### src/rtl/req_tag_issuer_pkg.sv
// Shared tag-pool sizing for the request tag issuer.
package req_tag_issuer_pkg;

    localparam int TAG_WIDTH_DEFAULT = 2;

    function automatic int ntags(input int tw);
        return 1 << tw;
    endfunction

endpackage

### src/rtl/req_tag_issuer_fifo.sv
// Issue-order tag queue: 2**B entries of W bits, modulo read/write pointers.
import req_tag_issuer_pkg::*;

module fifo #(
    parameter int B = TAG_WIDTH_DEFAULT,
    parameter int W = TAG_WIDTH_DEFAULT
) (
    input  logic         clk,
    input  logic         i_reset,
    input  logic         i_rd,
    input  logic         i_wr,
    input  logic [W-1:0] i_wdata,
    output logic         o_empty,
    output logic         o_full,
    output logic [W-1:0] o_rdata
);

    logic [W-1:0] r_mem [ntags(B)];
    logic [B:0]   r_wptr;
    logic [B:0]   r_rptr;
    logic         w_push;
    logic         w_pop;

    assign w_push  = i_wr && !o_full;
    assign w_pop   = i_rd && !o_empty;
    assign o_empty = (r_wptr == r_rptr);
    // Extra pointer bit separates full from empty.
    assign o_full  = (r_wptr[B] != r_rptr[B]) &&
                     (r_wptr[B-1:0] == r_rptr[B-1:0]);
    assign o_rdata = r_mem[r_rptr[B-1:0]];

    always_ff @(posedge clk) begin
        if (w_push)
            r_mem[r_wptr[B-1:0]] <= i_wdata;
    end

    always_ff @(posedge clk) begin
        if (i_reset) begin
            r_wptr <= '0;
            r_rptr <= '0;
        end else begin
            if (w_push)
                r_wptr <= r_wptr + 1'b1;
            if (w_pop)
                r_rptr <= r_rptr + 1'b1;
        end
    end

endmodule

### src/rtl/req_tag_issuer.sv
// Stamps master requests with free tags, forwards them through a registered
// valid/ack stage and recycles tags in issue order on in-order responses.
import req_tag_issuer_pkg::*;

module req_tag_issuer #(
    parameter int TAG_WIDTH  = TAG_WIDTH_DEFAULT,
    parameter int DATA_WIDTH = 32
) (
    input  logic                  clk_i,
    input  logic                  rst_i,
    input  logic                  req_i,
    input  logic [DATA_WIDTH-1:0] reqdata_bi,
    output logic                  ack_o,
    output logic                  req_o,
    output logic [DATA_WIDTH-1:0] reqdata_bo,
    output logic [TAG_WIDTH-1:0]  reqtag_o,
    input  logic                  ack_i,
    input  logic                  tag_fifo_full_i,
    output logic                  tag_fifo_wrreq_o,
    output logic [TAG_WIDTH-1:0]  tag_fifo_wdata_o,
    input  logic                  resp_i,
    output logic [TAG_WIDTH:0]    outstanding_o,
    output logic                  err_o
);

    localparam int NTAGS = ntags(TAG_WIDTH);

    logic [NTAGS-1:0]     r_free;
    logic [TAG_WIDTH:0]   r_out;
    logic                 r_err;
    logic                 r_req;
    logic [DATA_WIDTH-1:0] r_data;
    logic [TAG_WIDTH-1:0] r_tag;

    logic [TAG_WIDTH-1:0] w_tag;
    logic                 w_any_free;
    logic                 w_accept;
    logic                 w_release;
    logic                 w_q_empty;
    logic                 w_q_full;
    logic [TAG_WIDTH-1:0] w_head;
    logic [NTAGS-1:0]     w_clr;
    logic [NTAGS-1:0]     w_set;

    // Lowest-index free tag from the registered bitmap only.
    always_comb begin
        w_tag = '0;
        for (int i = NTAGS - 1; i >= 0; i--) begin
            if (r_free[i])
                w_tag = TAG_WIDTH'(i);
        end
    end

    assign w_any_free = |r_free;
    assign ack_o      = w_any_free && !tag_fifo_full_i && (!r_req || ack_i);
    assign w_accept   = req_i && ack_o;
    assign w_release  = resp_i && !w_q_empty;

    assign w_clr = w_accept  ? (NTAGS'(1) << w_tag)  : '0;
    assign w_set = w_release ? (NTAGS'(1) << w_head) : '0;

    fifo #(
        .B (TAG_WIDTH),
        .W (TAG_WIDTH)
    ) u_order_q (
        .clk     (clk_i),
        .i_reset (rst_i),
        .i_rd    (w_release),
        .i_wr    (w_accept),
        .i_wdata (w_tag),
        .o_empty (w_q_empty),
        .o_full  (w_q_full),
        .o_rdata (w_head)
    );

    always_ff @(posedge clk_i) begin
        if (rst_i) begin
            r_free <= '1;
            r_out  <= '0;
            r_err  <= 1'b0;
            r_req  <= 1'b0;
            r_data <= '0;
            r_tag  <= '0;
        end else begin
            r_free <= (r_free & ~w_clr) | w_set;
            case ({w_accept, w_release})
                2'b10:   r_out <= r_out + 1'b1;
                2'b01:   r_out <= r_out - 1'b1;
                default: r_out <= r_out;
            endcase
            if (resp_i && w_q_empty)
                r_err <= 1'b1;
            if (w_accept) begin
                r_req  <= 1'b1;
                r_data <= reqdata_bi;
                r_tag  <= w_tag;
            end else if (ack_i) begin
                r_req  <= 1'b0;
            end
        end
    end

    assign req_o            = r_req;
    assign reqdata_bo       = r_data;
    assign reqtag_o         = r_tag;
    assign tag_fifo_wrreq_o = w_accept;
    assign tag_fifo_wdata_o = w_tag;
    assign outstanding_o    = r_out;
    assign err_o            = r_err;

endmodule

### config.mk
export PLATFORM = sky130hd
export DESIGN_NAME = req_tag_issuer
export DESIGN_NICKNAME = d
export VERILOG_FILES = /design/src/rtl/req_tag_issuer_pkg.sv /design/src/rtl/req_tag_issuer_fifo.sv /design/src/rtl/req_tag_issuer.sv
export SDC_FILE = /design/constraint.sdc
export NUM_CORES = 1
export LEC_CHECK = 0
export CAP_MARGIN = 20
export CELL_PAD_IN_SITES_DETAIL_PLACEMENT = 0
export CELL_PAD_IN_SITES_GLOBAL_PLACEMENT = 1
export CORE_MARGIN = 2
export CORE_UTILIZATION = 36
export CTS_CLUSTER_DIAMETER = 200
export DETAILED_ROUTE_END_ITERATION = 10
export PLACE_DENSITY_LB_ADDON = 0.1
export SETUP_SLACK_MARGIN = 0.02
export SYNTH_ARGS = -nofsm -noshare
export SYNTH_HDL_FRONTEND = slang
export SYNTH_SLANG_ARGS = --single-unit
### constraint.sdc
create_clock -name clk_i -period 7.5 [get_ports clk_i]
set_clock_uncertainty 0.05 [all_clocks]
set_input_delay 1.125 -clock clk_i [delete_from_list [all_inputs] [get_ports clk_i]]
set_output_delay 1.125 -clock clk_i [all_outputs]
set_load 0.005 [all_outputs]
==> results of run 1 <==
-- flip-flops by register name (all words and copies together) (netlist names), named ones only --
signal            count
u_order_q.r_mem       8
u_order_q.r_rptr      3
reqdata_bo           32
outstanding_o         3
u_order_q.r_wptr      3
r_free                4
err_o                 1
req_o                 1
reqtag_o              2
-- area by class of cell --
type / instances / area, um^2 / area share, %
repair buffers: 80 / 796 / 23.8
clock inverters: 3 / 15.0 / 0.448
flip-flops and latches: 59 / 1260 / 37.7
clock buffers: 13 / 149 / 4.45
well taps: 77 / 96.3 / 2.88
inverters: 11 / 41.3 / 1.23
multi-input cells: 168 / 990 / 29.6
-- metrics by stage --
stage | setup WS (ns) | instance area (um^2)
after floorplan | 4.57 | 2390
after global placement | 2.75 | 3180
after detailed placement | 2.77 | 3180
after CTS | 2.76 | 3350
after global routing | 2.64 | 3350
final | 2.82 | 3350
-- power groups by stage --
stage	logic, W	clock network (W)	registers [W]
6_report	0.000105	0.000242	0.000349
5_1_grt	0.000117	0.000273	0.000352
4_1_cts	0.000107	0.000254	0.000349
3_5_place_dp	0.000106	0	0.000356
3_3_place_gp	0.000106	0	0.000356
2_1_floorplan	0.0000545	0	0.000356
-- worst max-delay path: cells and delay by family --
kind                   cells  cell delay, ns
AND/OR/NAND/NOR            2            0.64
buffers and inverters      3            1.69
-- kinds of logic after synthesis --
logic type	after synthesis	synth area share (%)
simple gates	97	18.6
flops	59	52.7
compound gates	53	13.0
buf+inv	24	5.96
xor+xnor	7	2.88
fa+ha+maj	7	3.97
mux	4	2.93
-- metal layers --
metal  GRT usage, %  share of wire, %  up-vias
met5              0                 0        -
met4           7.36               1.3        0
met3           3.75               6.0        7
met2           22.4                47       55
met1           19.1                46      867
li1               -                 -      995
-- cell usage in the layout, fill, tap and decap left out, types with 2 or more instances in the layout --
cell                              count
sky130_fd_sc_hd__inv_1                9
sky130_fd_sc_hd__inv_2                2
sky130_fd_sc_hd__nor3_1               2
sky130_fd_sc_hd__edfxtp_1             8
sky130_fd_sc_hd__clkbuf_8            10
sky130_fd_sc_hd__clkdlybuf4s50_1     79
sky130_fd_sc_hd__nor2_1              10
sky130_fd_sc_hd__nor2b_1              2
sky130_fd_sc_hd__nand2_1             67
sky130_fd_sc_hd__nand2b_1             2
sky130_fd_sc_hd__ha_1                 6
sky130_fd_sc_hd__a21oi_1             42
sky130_fd_sc_hd__xor2_1               5
sky130_fd_sc_hd__o21ai_0              4
sky130_fd_sc_hd__clkinv_2             3
sky130_fd_sc_hd__dfxtp_1             51
sky130_fd_sc_hd__clkbuf_1             3
sky130_fd_sc_hd__mux4_2               2
sky130_fd_sc_hd__and2_1               3
sky130_fd_sc_hd__or3_1                4
-- path summary, 6_finish.rpt --
path | start | endpoint | slack [ns] | cells past startpoint
min reg2reg | reqdata_bo[1]$_SDFFE_PP0P_ | reqdata_bo[1]$_SDFFE_PP0P_ | 0.40 | 2
min | reqdata_bo[1]$_SDFFE_PP0P_ | reqdata_bo[1]$_SDFFE_PP0P_ | 0.40 | 2
max | req_i | tag_fifo_wrreq_o | 2.82 | 5
max reg2reg | r_free[0]$_SDFF_PP1_ | outstanding_o[2]$_SDFFE_PP0P_ | 4.69 | 8
==> results.md, run 1 <==
* Outcome: finished, final reports clean
* Clock edge transition at the registers on the reported setup and hold paths at 0.06 ns
* Global placer's final weighted congestion at a little under 0.7
* Floorplan die height at approximately 86 um
* Post-synth ARST share at 0%
* Net switching power of the design at 0.000172 W
* Internal power component at 0.000524 W
* Sw Ratio at 24.7%
* Worst-case hold slack at 0.401 ns
* Die Footprint at 0.00732 mm^2
* Synth Cell Area at ~0.0024 mm^2
* Worst endpoint data arrival time at 3.50 ns
* Leakage component of the power at 1.23 nW
* Number of max-cap violations at 0
* Setup-violating endpoint count in the final report at 0
* Vias at 1,924
* Crit Path Class: input pin to output port
* Worst-case headroom to the max-slew limit at about 36%
* Post-detailed-route via-to-cell ratio at 4.68
* Share of final-layout standard cells stronger than drive strength 1 at 8.08%
* Residual antenna-violating net count after detailed routing at 0
* Startpoint kind of the worst setup timing path: input pin
* Insertion delay of the later-clocked pin in the worst-skew pair at 0.32 ns
* Area Growth Syn to Fin at 39.9%
* Mean instance size in the synthesized netlist at 9.54 um^2
* Critical Path Sink Type: output port
* I/O pin count at 81
* Required time reported for the critical path endpoint at 6.32 ns
* Post-synthesis instance total at between 200 and 300
* H-tree depth at 3
* Total overflow reported by the global router at 0
* Slowest stage cell, crit path: sky130_fd_sc_hd__inv_2
* Detailed Place HPWL at 3330 um
* Hold bufs inserted after CTS at 0
* Routed wire length per instance at about 12 um
* Clk root buf: sky130_fd_sc_hd__clkbuf_8
* Total power at 0.000696 W
* First-pass GRT wire length at between 8000 and 9000 um
* Cells traversed along the worst timing path: clkdlybuf4s50_1 -> nor2b_1 -> nand3_4 -> inv_2 -> clkdlybuf4s50_1
* Pin count of the biggest net entering global routing at 53
* Synthesized net count at 296
* Top cells by count, synth: sky130_fd_sc_hd__nand2_1 (67), sky130_fd_sc_hd__dfxtp_1 (51), sky130_fd_sc_hd__a21oi_1 (42)
* Top FF cell, synth: sky130_fd_sc_hd__dfxtp_1
* Part of the cycle the worst path needs at 62.4%
* Fmax at 214 MHz
* Total detailed-routing wirelength at 5070 um
* Sequential element share of the synthesized area at 52.7%
* Util after Layout at 52.4%
* Die extent in x at 85.5 um
* Dominant cell by count in the synthesized netlist: sky130_fd_sc_hd__nand2_1
* Largest incremental delay on the critical path at roughly 0.64 ns
* Most common cell on crit path: sky130_fd_sc_hd__clkdlybuf4s50_1
* # clock sinks at a little under 60
* Worst-case vdd ir drop at approximately 0.000083 V
* Clock period minus worst slack at 4.68 ns
* Aggregate negative setup slack at 0 ns
* DRC violations left at 0
* Initial antenna violation count at 0
* Maximum clock path buffer count at 2
* Antenna diode count at 0
* Fin. max-slew vios at 0
* Number of flops mapped to enable cells by yosys at 8
* Core area at 0.00639 mm^2
* Total of cells resized after clock tree synthesis at 0
* Distinct cell type count of the synthesized netlist at 39
* Number of register bits inferred by synthesis at approximately 60
* Hold violation total from the final report at 0
* Number of global-route vias before repair at roughly 1.8k
* Sequential fraction of design power at 50.1%
* Synth top area cells: sky130_fd_sc_hd__dfxtp_1 (43%), sky130_fd_sc_hd__nand2_1 (11%), sky130_fd_sc_hd__edfxtp_1 (10%)
* Number of buffers added for setup after CTS at 0
* Power per Cell Area at 208 mW/mm^2
* Clock group share of total power at between 30% and 40%
* RSZ-0062 raised after global routing: false
* Effective utilization at floorplan at 37.5%
* Global router's overall resource usage at 14.6%
* Leading area contributor after synthesis: sky130_fd_sc_hd__dfxtp_1
* FILL cells at roughly 610
* Detailed Routing Iterations Pass 1 at 4
* Pin slew with the least headroom to its limit at between 0.9 and 1 ns
* Number of DRC violations after detailed-routing iteration 0 at between 50 and 60
* # nets final at 374
* Yosys warnings at 0
* Combinational fraction of design power at 15.1%
* Row Count at 29
* Path category of the worst min-delay check: register to register
* CTS tree: built
* Port bufs at 80
* Biggest fanout along the worst timing path at 46
* Portion of synthesized cell area occupied by the leading cell type at about 43%
* CTS Buf Count at 9
* Post-route non-filler standard cell count at 411
* Cell count after placement at 395
Power figures use the tool's default switching activity.
==> run 2: changes to the inputs <==
--- a/config.mk
+++ b/config.mk
@@ -9,7 +9,7 @@
 export CELL_PAD_IN_SITES_DETAIL_PLACEMENT = 0
 export CELL_PAD_IN_SITES_GLOBAL_PLACEMENT = 1
 export CORE_MARGIN = 2
-export CORE_UTILIZATION = 36
+export CORE_UTILIZATION = 33
 export CTS_CLUSTER_DIAMETER = 200
 export DETAILED_ROUTE_END_ITERATION = 10
 export PLACE_DENSITY_LB_ADDON = 0.1
==> constraint.sdc (replaced) <==
create_clock -name clk_i -period 4.4 [get_ports clk_i]
set_clock_uncertainty 0.05 [all_clocks]
set_input_delay 0.66 -clock clk_i [delete_from_list [all_inputs] [get_ports clk_i]]
set_output_delay 0.66 -clock clk_i [all_outputs]
set_load 0.005 [all_outputs]
==> run 2 against run 1 <==
Compared with the run above:
- combinational power increased by 73%
- die area increased by 8.7%
- sequential power increased by 70%
- hold slack improved by 0.0016 ns
- core utilization decreased by 4.9 points
- via count decreased by 0.88%
- flip-flop and latch count unchanged
- final cell count increased by 5.4%
- critical endpoint unchanged
- highest routed layer unchanged
==> results.md, run 2 (synthesized netlist as in run 1, its figures left out) <==
* Total detailed-routing wirelength at 5340 um
* CTS Buf Count at 9
* Leading cell types in the layout, fill and taps excluded: sky130_fd_sc_hd__clkdlybuf4s50_1 (79), sky130_fd_sc_hd__nand2_1 (67), sky130_fd_sc_hd__dfxtp_1 (51), sky130_fd_sc_hd__a21oi_1 (42), sky130_fd_sc_hd__clkbuf_8 (11)
* Post-detailed-route via-to-cell ratio at approximately 4.4
* Biggest fanout along the worst timing path at 46
* Outcome: finished, final reports clean
* Clock edge transition at the registers on the reported setup and hold paths at about 0.06 ns
* Insertion delay of the later-clocked pin in the worst-skew pair at 0.33 ns
* Startpoint kind of the worst setup timing path: input pin
* Hold violation total from the final report at 0
* Crit Path Class: input pin to output port
* Number of max-cap violations at 0
* Fmax at 315 MHz
* Row Count at 31
* Leakage component of the power at between 1 and 1.5 nW
* Global router's overall resource usage at 14.0%
* Critical Path Sink Type: output port
* Share of final-layout standard cells stronger than drive strength 1 at under 10%
* Slowest stage cell, crit path: sky130_fd_sc_hd__clkdlybuf4s50_1
* Path category of the worst min-delay check: register to register
* Clk root buf: sky130_fd_sc_hd__clkbuf_8
* Fin. max-slew vios at 0
* Worst endpoint data arrival time at 2.46 ns
* Die Footprint at 0.00795 mm^2
* Total power at 0.00120 W
* R2R Setup Slk at 1.59 ns
* Worst-case headroom to the max-slew limit at 33.2%
* Most common library cell in the layout ignoring fill and taps: sky130_fd_sc_hd__clkdlybuf4s50_1
* H-tree depth at 3
* Detailed Routing Iterations Pass 1 at 4
* Floorplan die height at 89.2 um
* First-pass GRT wire length at 8450 um
* Effective utilization at floorplan at 33.5%
* Most common cell on crit path: sky130_fd_sc_hd__clkdlybuf4s50_1
* Power per Cell Area at 355 mW/mm^2
* Area Growth Syn to Fin at 41.7%
* Aggregate negative setup slack at 0 ns
* # clock sinks at 59
* CTS tree: built
* RSZ-0062 raised after global routing: false
* Detailed Place HPWL at ~3500 um
* Number of global-route vias before repair at 1,795
* Pin slew with the least headroom to its limit at 1.00 ns
* I/O pin count at 81
* # nets final at between 300 and 400
* Antenna diode count at 0
* Maximum clock path buffer count at 2
* Hold bufs inserted after CTS at 0
* Routed wire length per instance at ~12 um
* Core area at slightly above 0.007 mm^2
* Total of cells resized after clock tree synthesis at 0
* Vias at 1,907
* Global placer's final weighted congestion at 0.680
* Number of buffers added for setup after CTS at 0
* Max FFs per register at 32
* Total overflow reported by the global router at 0
* Part of the cycle the worst path needs at 72.1%
* DRC violations left at 0
* Initial antenna violation count at 0
* Clock period minus worst slack at 3.17 ns
* Required time reported for the critical path endpoint at 3.69 ns
* Pin count of the biggest net entering global routing at 53
* Residual antenna-violating net count after detailed routing at 0
* Worst-case vdd ir drop at 0.000151 V
* Number of DRC violations after detailed-routing iteration 0 at 88
* Largest incremental delay on the critical path at 0.51 ns
* Setup-violating endpoint count in the final report at 0
* Port bufs at 80
* Cells traversed along the worst timing path: clkdlybuf4s50_1 -> nor2b_1 -> nand3_4 -> inv_2 -> clkdlybuf4s50_1
* CP bufs+invs at 3
* Die extent in x at 89.2 um
* Category of cells accounting for the largest share of critical-path delay: buffers and inverters
==> run 2: routing by layer <==
metal	share of wire, %	GRT usage [%]
met2	46	21.8
met1	47	17.8
met3	6.4	4.62
met4	0.86	5.70
met5	0	0
==> run 2: metrics by stage <==
step           setup WS [ns]  hold WS, ns  instance area (um^2)  std cells  utilization, %
4_1_cts                 1.18        0.406                  3390        433            47.5
2_1_floorplan           1.94        0.403                  2390        251               -
6_report                1.23        0.403                  3390        433            47.5
3_5_place_dp            1.16        0.397                  3220        418            45.1
5_1_grt                 1.09        0.424                  3390        433            47.5
3_3_place_gp            1.21        0.391                  3220        418            45.1
==> run 2: worst reg2reg max path, cell delays in order (launching register included) <==
cell and delay (ns):
sky130_fd_sc_hd__dfxtp_1 0.36, sky130_fd_sc_hd__or4_4 0.58, sky130_fd_sc_hd__nand3_4 0.40, sky130_fd_sc_hd__ha_1 0.28
sky130_fd_sc_hd__inv_1 0.07, sky130_fd_sc_hd__fa_1 0.40, sky130_fd_sc_hd__xor2_1 0.16, sky130_fd_sc_hd__or3_1 0.31
sky130_fd_sc_hd__a21oi_1 0.14
==> run 2: layout make-up <==
class	instances	area (um^2)
clock buffer	13	159
clock inverter	2	12.5
fill	730	3750
inverter	11	41.3
multi-input combinational	168	990
sequential	59	1260
tap	99	124
timing repair buffer	81	803
==> run 2: worst paths after layout <==
check                                                 from                             to  cells past startpoint
worst max-delay path                                 req_i               tag_fifo_wrreq_o                      5
worst min-delay path            reqdata_bo[6]$_SDFFE_PP0P_     reqdata_bo[6]$_SDFFE_PP0P_                      2
worst min register to register  reqdata_bo[6]$_SDFFE_PP0P_     reqdata_bo[6]$_SDFFE_PP0P_                      2
worst max register to register        r_free[0]$_SDFF_PP1_  outstanding_o[2]$_SDFFE_PP0P_                      8
==> run 2: report_power, final <==
part           total [W]  internal (W)  switching [W]
Sequential      0.000595      0.000575      0.0000198
Combinational   0.000182      0.000102      0.0000800
Clock           0.000428      0.000231       0.000197
Total            0.00120      0.000908       0.000297
==> run 3: changes to the inputs <==
--- a/config.mk
+++ b/config.mk
@@ -9,7 +9,7 @@
 export CELL_PAD_IN_SITES_DETAIL_PLACEMENT = 0
 export CELL_PAD_IN_SITES_GLOBAL_PLACEMENT = 1
 export CORE_MARGIN = 2
-export CORE_UTILIZATION = 33
+export CORE_UTILIZATION = 30
 export CTS_CLUSTER_DIAMETER = 200
 export DETAILED_ROUTE_END_ITERATION = 10
 export PLACE_DENSITY_LB_ADDON = 0.1
==> constraint.sdc (replaced) <==
create_clock -name clk_i -period 2.82 [get_ports clk_i]
set_clock_uncertainty 0.05 [all_clocks]
set_input_delay 0.423 -clock clk_i [delete_from_list [all_inputs] [get_ports clk_i]]
set_output_delay 0.423 -clock clk_i [all_outputs]
set_load 0.005 [all_outputs]
==> run 3 against run 2 <==
Compared with the run above:
- cell area rose by 1.7%
- critical path depth did not move
- register-to-register slack got worse by 1.2 ns
- non-clock buffer count rose by 4
- sequential power rose by 56%
- combinational power rose by 59%
- wire length rose by 0.43%
- via count rose by 0.94%
- worst setup slack got worse by 1.1 ns
- die area rose by 9.5%
- clock power rose by 75%
- first-iteration DRC count fell by 6.8%
- critical endpoint unchanged
- largest power group unchanged
==> results.md, run 3 (synthesized netlist as in run 1, its figures left out) <==
* Outcome: finished, final reports clean
* Startpoint kind of the worst setup timing path: register
* FILL cells at 769
* Worst-case headroom to the max-slew limit at 34.0%
* DRC violations left at 0
* Pin count of the biggest net entering global routing at between 50 and 60
* # clock sinks at just under 60
* Routed length on met1 at between 2000 and 2500 um
* Largest incremental delay on the critical path at a little under 0.6 ns
* Total detailed-routing wirelength at approximately 5400 um
* Sw Ratio at 24.4%
* CTS Buf Count at 9
* Number of buffers added for setup after CTS at 0
* Insertion delay of the later-clocked pin in the worst-skew pair at 0.33 ns
* Number of global-route vias before repair at 1,884
* Crit Path Class: register to output port
* Category of cells accounting for the largest share of critical-path delay: buffers and inverters
* # nets final at 379
* Cells traversed along the worst timing path: or4_4 -> nand3_4 -> buf_4 -> inv_2 -> clkdlybuf4s50_1
* CTS tree: built
* Internal power component at 0.00149 W
* RSZ-0062 raised after global routing: false
* Pin slew with the least headroom to its limit at between 0.9 and 1 ns
* Required time reported for the critical path endpoint at around 2.4 ns
* H-tree depth at 3
* Clock period minus worst slack at around 2.7 ns
* Worst endpoint data arrival time at 2.19 ns
* Worst-case vdd ir drop at ~0.00022 V
* Area Growth Syn to Fin at 44.0%
* Met2 Wirelength at 2490 um
* Effective utilization at floorplan at between 30% and 40%
* Aggregate negative setup slack at 0 ns
* Max FFs per register at 32
* CP bufs+invs at 3
* Fin. max-slew vios at 0
* Total overflow reported by the global router at 0
* I/O pin count at 81
* Multi-input combinational cell area at 990 um^2
* Slowest stage cell, crit path: sky130_fd_sc_hd__or4_4
* Maximum clock path buffer count at 2
* Die extent in x at 93.3 um
* Detailed Place HPWL at 3580 um
* Path category of the worst min-delay check: register to register
* Number of max-cap violations at 0
* Part of the cycle the worst path needs at between 90% and 100%
* First-pass GRT wire length at 8710 um
* Die Footprint at roughly 0.0087 mm^2
* Leakage component of the power at roughly 1.3 nW
* Total of cells resized after clock tree synthesis at 0
* Row Count at 32
* Global placer's final weighted congestion at 0.689
* Biggest fanout along the worst timing path at 31
* Floorplan die height at ~93 um
* Worst Slack Setup Final at ~0.16 ns
* Detailed Routing Iterations Pass 1 at 4
* Fmax at 375 MHz
* Clk root buf: sky130_fd_sc_hd__clkbuf_8
* Port bufs at 80
* Sequential Area at 0.00126 mm^2
* Hold violation total from the final report at 0
* Sequential fraction of design power at 47.1%
* Setup-violating endpoint count in the final report at 0
* Clock group share of total power at 38.2%
* Share of final-layout standard cells stronger than drive strength 1 at between 10% and 20%
* Combinational fraction of design power at between 10 and 15%
* Initial antenna violation count at 0
* Clock edge transition at the registers on the reported setup and hold paths at 0.07 ns
* Core area at 0.00773 mm^2
* Top Layer Used: met4
* Post-detailed-route via-to-cell ratio at about 4.4
* Net switching power of the design at between 0.0004 and 0.0005 W
* Routed wire length per instance at 12.1 um
* Power per Cell Area at 571 mW/mm^2
* Wire length on met3 at 333 um
* Hold bufs inserted after CTS at 0
* Most common library cell in the layout ignoring fill and taps: sky130_fd_sc_hd__clkdlybuf4s50_1
* Antenna diode count at 0
* Leading cell types in the layout, fill and taps excluded: sky130_fd_sc_hd__clkdlybuf4s50_1 (79), sky130_fd_sc_hd__nand2_1 (67), sky130_fd_sc_hd__dfxtp_1 (51), sky130_fd_sc_hd__a21oi_1 (42)
* Post-placement setup slack at 0.271 ns
* Global router's overall resource usage at 12.9%
* Critical Path Sink Type: output port
* Util after Layout at about 45%
* Vias at 1,925
* Number of DRC violations after detailed-routing iteration 0 at 82
* Residual antenna-violating net count after detailed routing at 0
run 3: cell types whose count changed in the layout (fill, tap and decap cells not counted), sizes merged:
cell,previous run,this run
clkinv,1,3
buf,2,6
bufinv,0,1
clkbuf,13,11
run 3: path summary, 6_finish.rpt:
path | startpoint | to | slack (ns) | depth (start not counted)
max | r_free[0]$_SDFF_PP1_ | tag_fifo_wrreq_o | 0.16 | 5
min | reqdata_bo[20]$_SDFFE_PP0P_ | reqdata_bo[20]$_SDFFE_PP0P_ | 0.40 | 2
max reg2reg | r_free[0]$_SDFF_PP1_ | outstanding_o[2]$_SDFFE_PP0P_ | 0.43 | 8
min reg2reg | reqdata_bo[20]$_SDFFE_PP0P_ | reqdata_bo[20]$_SDFFE_PP0P_ | 0.40 | 2
run 3: worst reg2reg max path: stages, from the launching register on:
cell                      delay [ns]
sky130_fd_sc_hd__dfxtp_1        0.36
sky130_fd_sc_hd__or4_4          0.58
sky130_fd_sc_hd__nand3_4        0.09
sky130_fd_sc_hd__ha_1           0.18
sky130_fd_sc_hd__inv_1          0.06
sky130_fd_sc_hd__fa_1           0.40
sky130_fd_sc_hd__xor2_1         0.16
sky130_fd_sc_hd__or3_1          0.31
sky130_fd_sc_hd__a21oi_1        0.13
run 3: metrics by stage:
step	hold slack, ns	instances	total power, W	instance area [um^2]
6_report	0.403	441	0.00197	3450
5_1_grt	0.424	441	0.00208	3450
4_1_cts	0.406	441	0.00201	3450
3_5_place_dp	0.396	425	0.00124	3250
3_3_place_gp	0.390	425	0.00124	3250
2_1_floorplan	0.403	251	0.00109	2390
run 3: final cells by class:
class                   instances  area share, %
repair buffers                 85           24.2
inverters                      11           1.20
flip-flops and latches         59           36.6
multi-input cells             168           28.7
clock inverters                 5           1.52
clock buffers                  11           4.10
well taps                     102           3.70
run 3: metal layers:
| layer | vias up | GRT usage (%) |
|---|---|---|
| li1 | 1000 | - |
| met1 | 867 | 15.9 |
| met2 | 50 | 20.7 |
| met3 | 8 | 3.14 |
| met4 | 0 | 7.35 |
| met5 | - | 0 |
run 3: power by group through the flow:
| stage | Clock [W] | Combinational, W | Sequential, W |
|---|---|---|---|
| global route | 0.000824 | 0.000326 | 0.000934 |
| CTS | 0.000782 | 0.000296 | 0.000928 |
| floorplan | 0 | 0.000145 | 0.000946 |
| detailed placement | 0 | 0.000294 | 0.000946 |
| global placement | 0 | 0.000294 | 0.000946 |
| finish | 0.000751 | 0.000289 | 0.000927 |
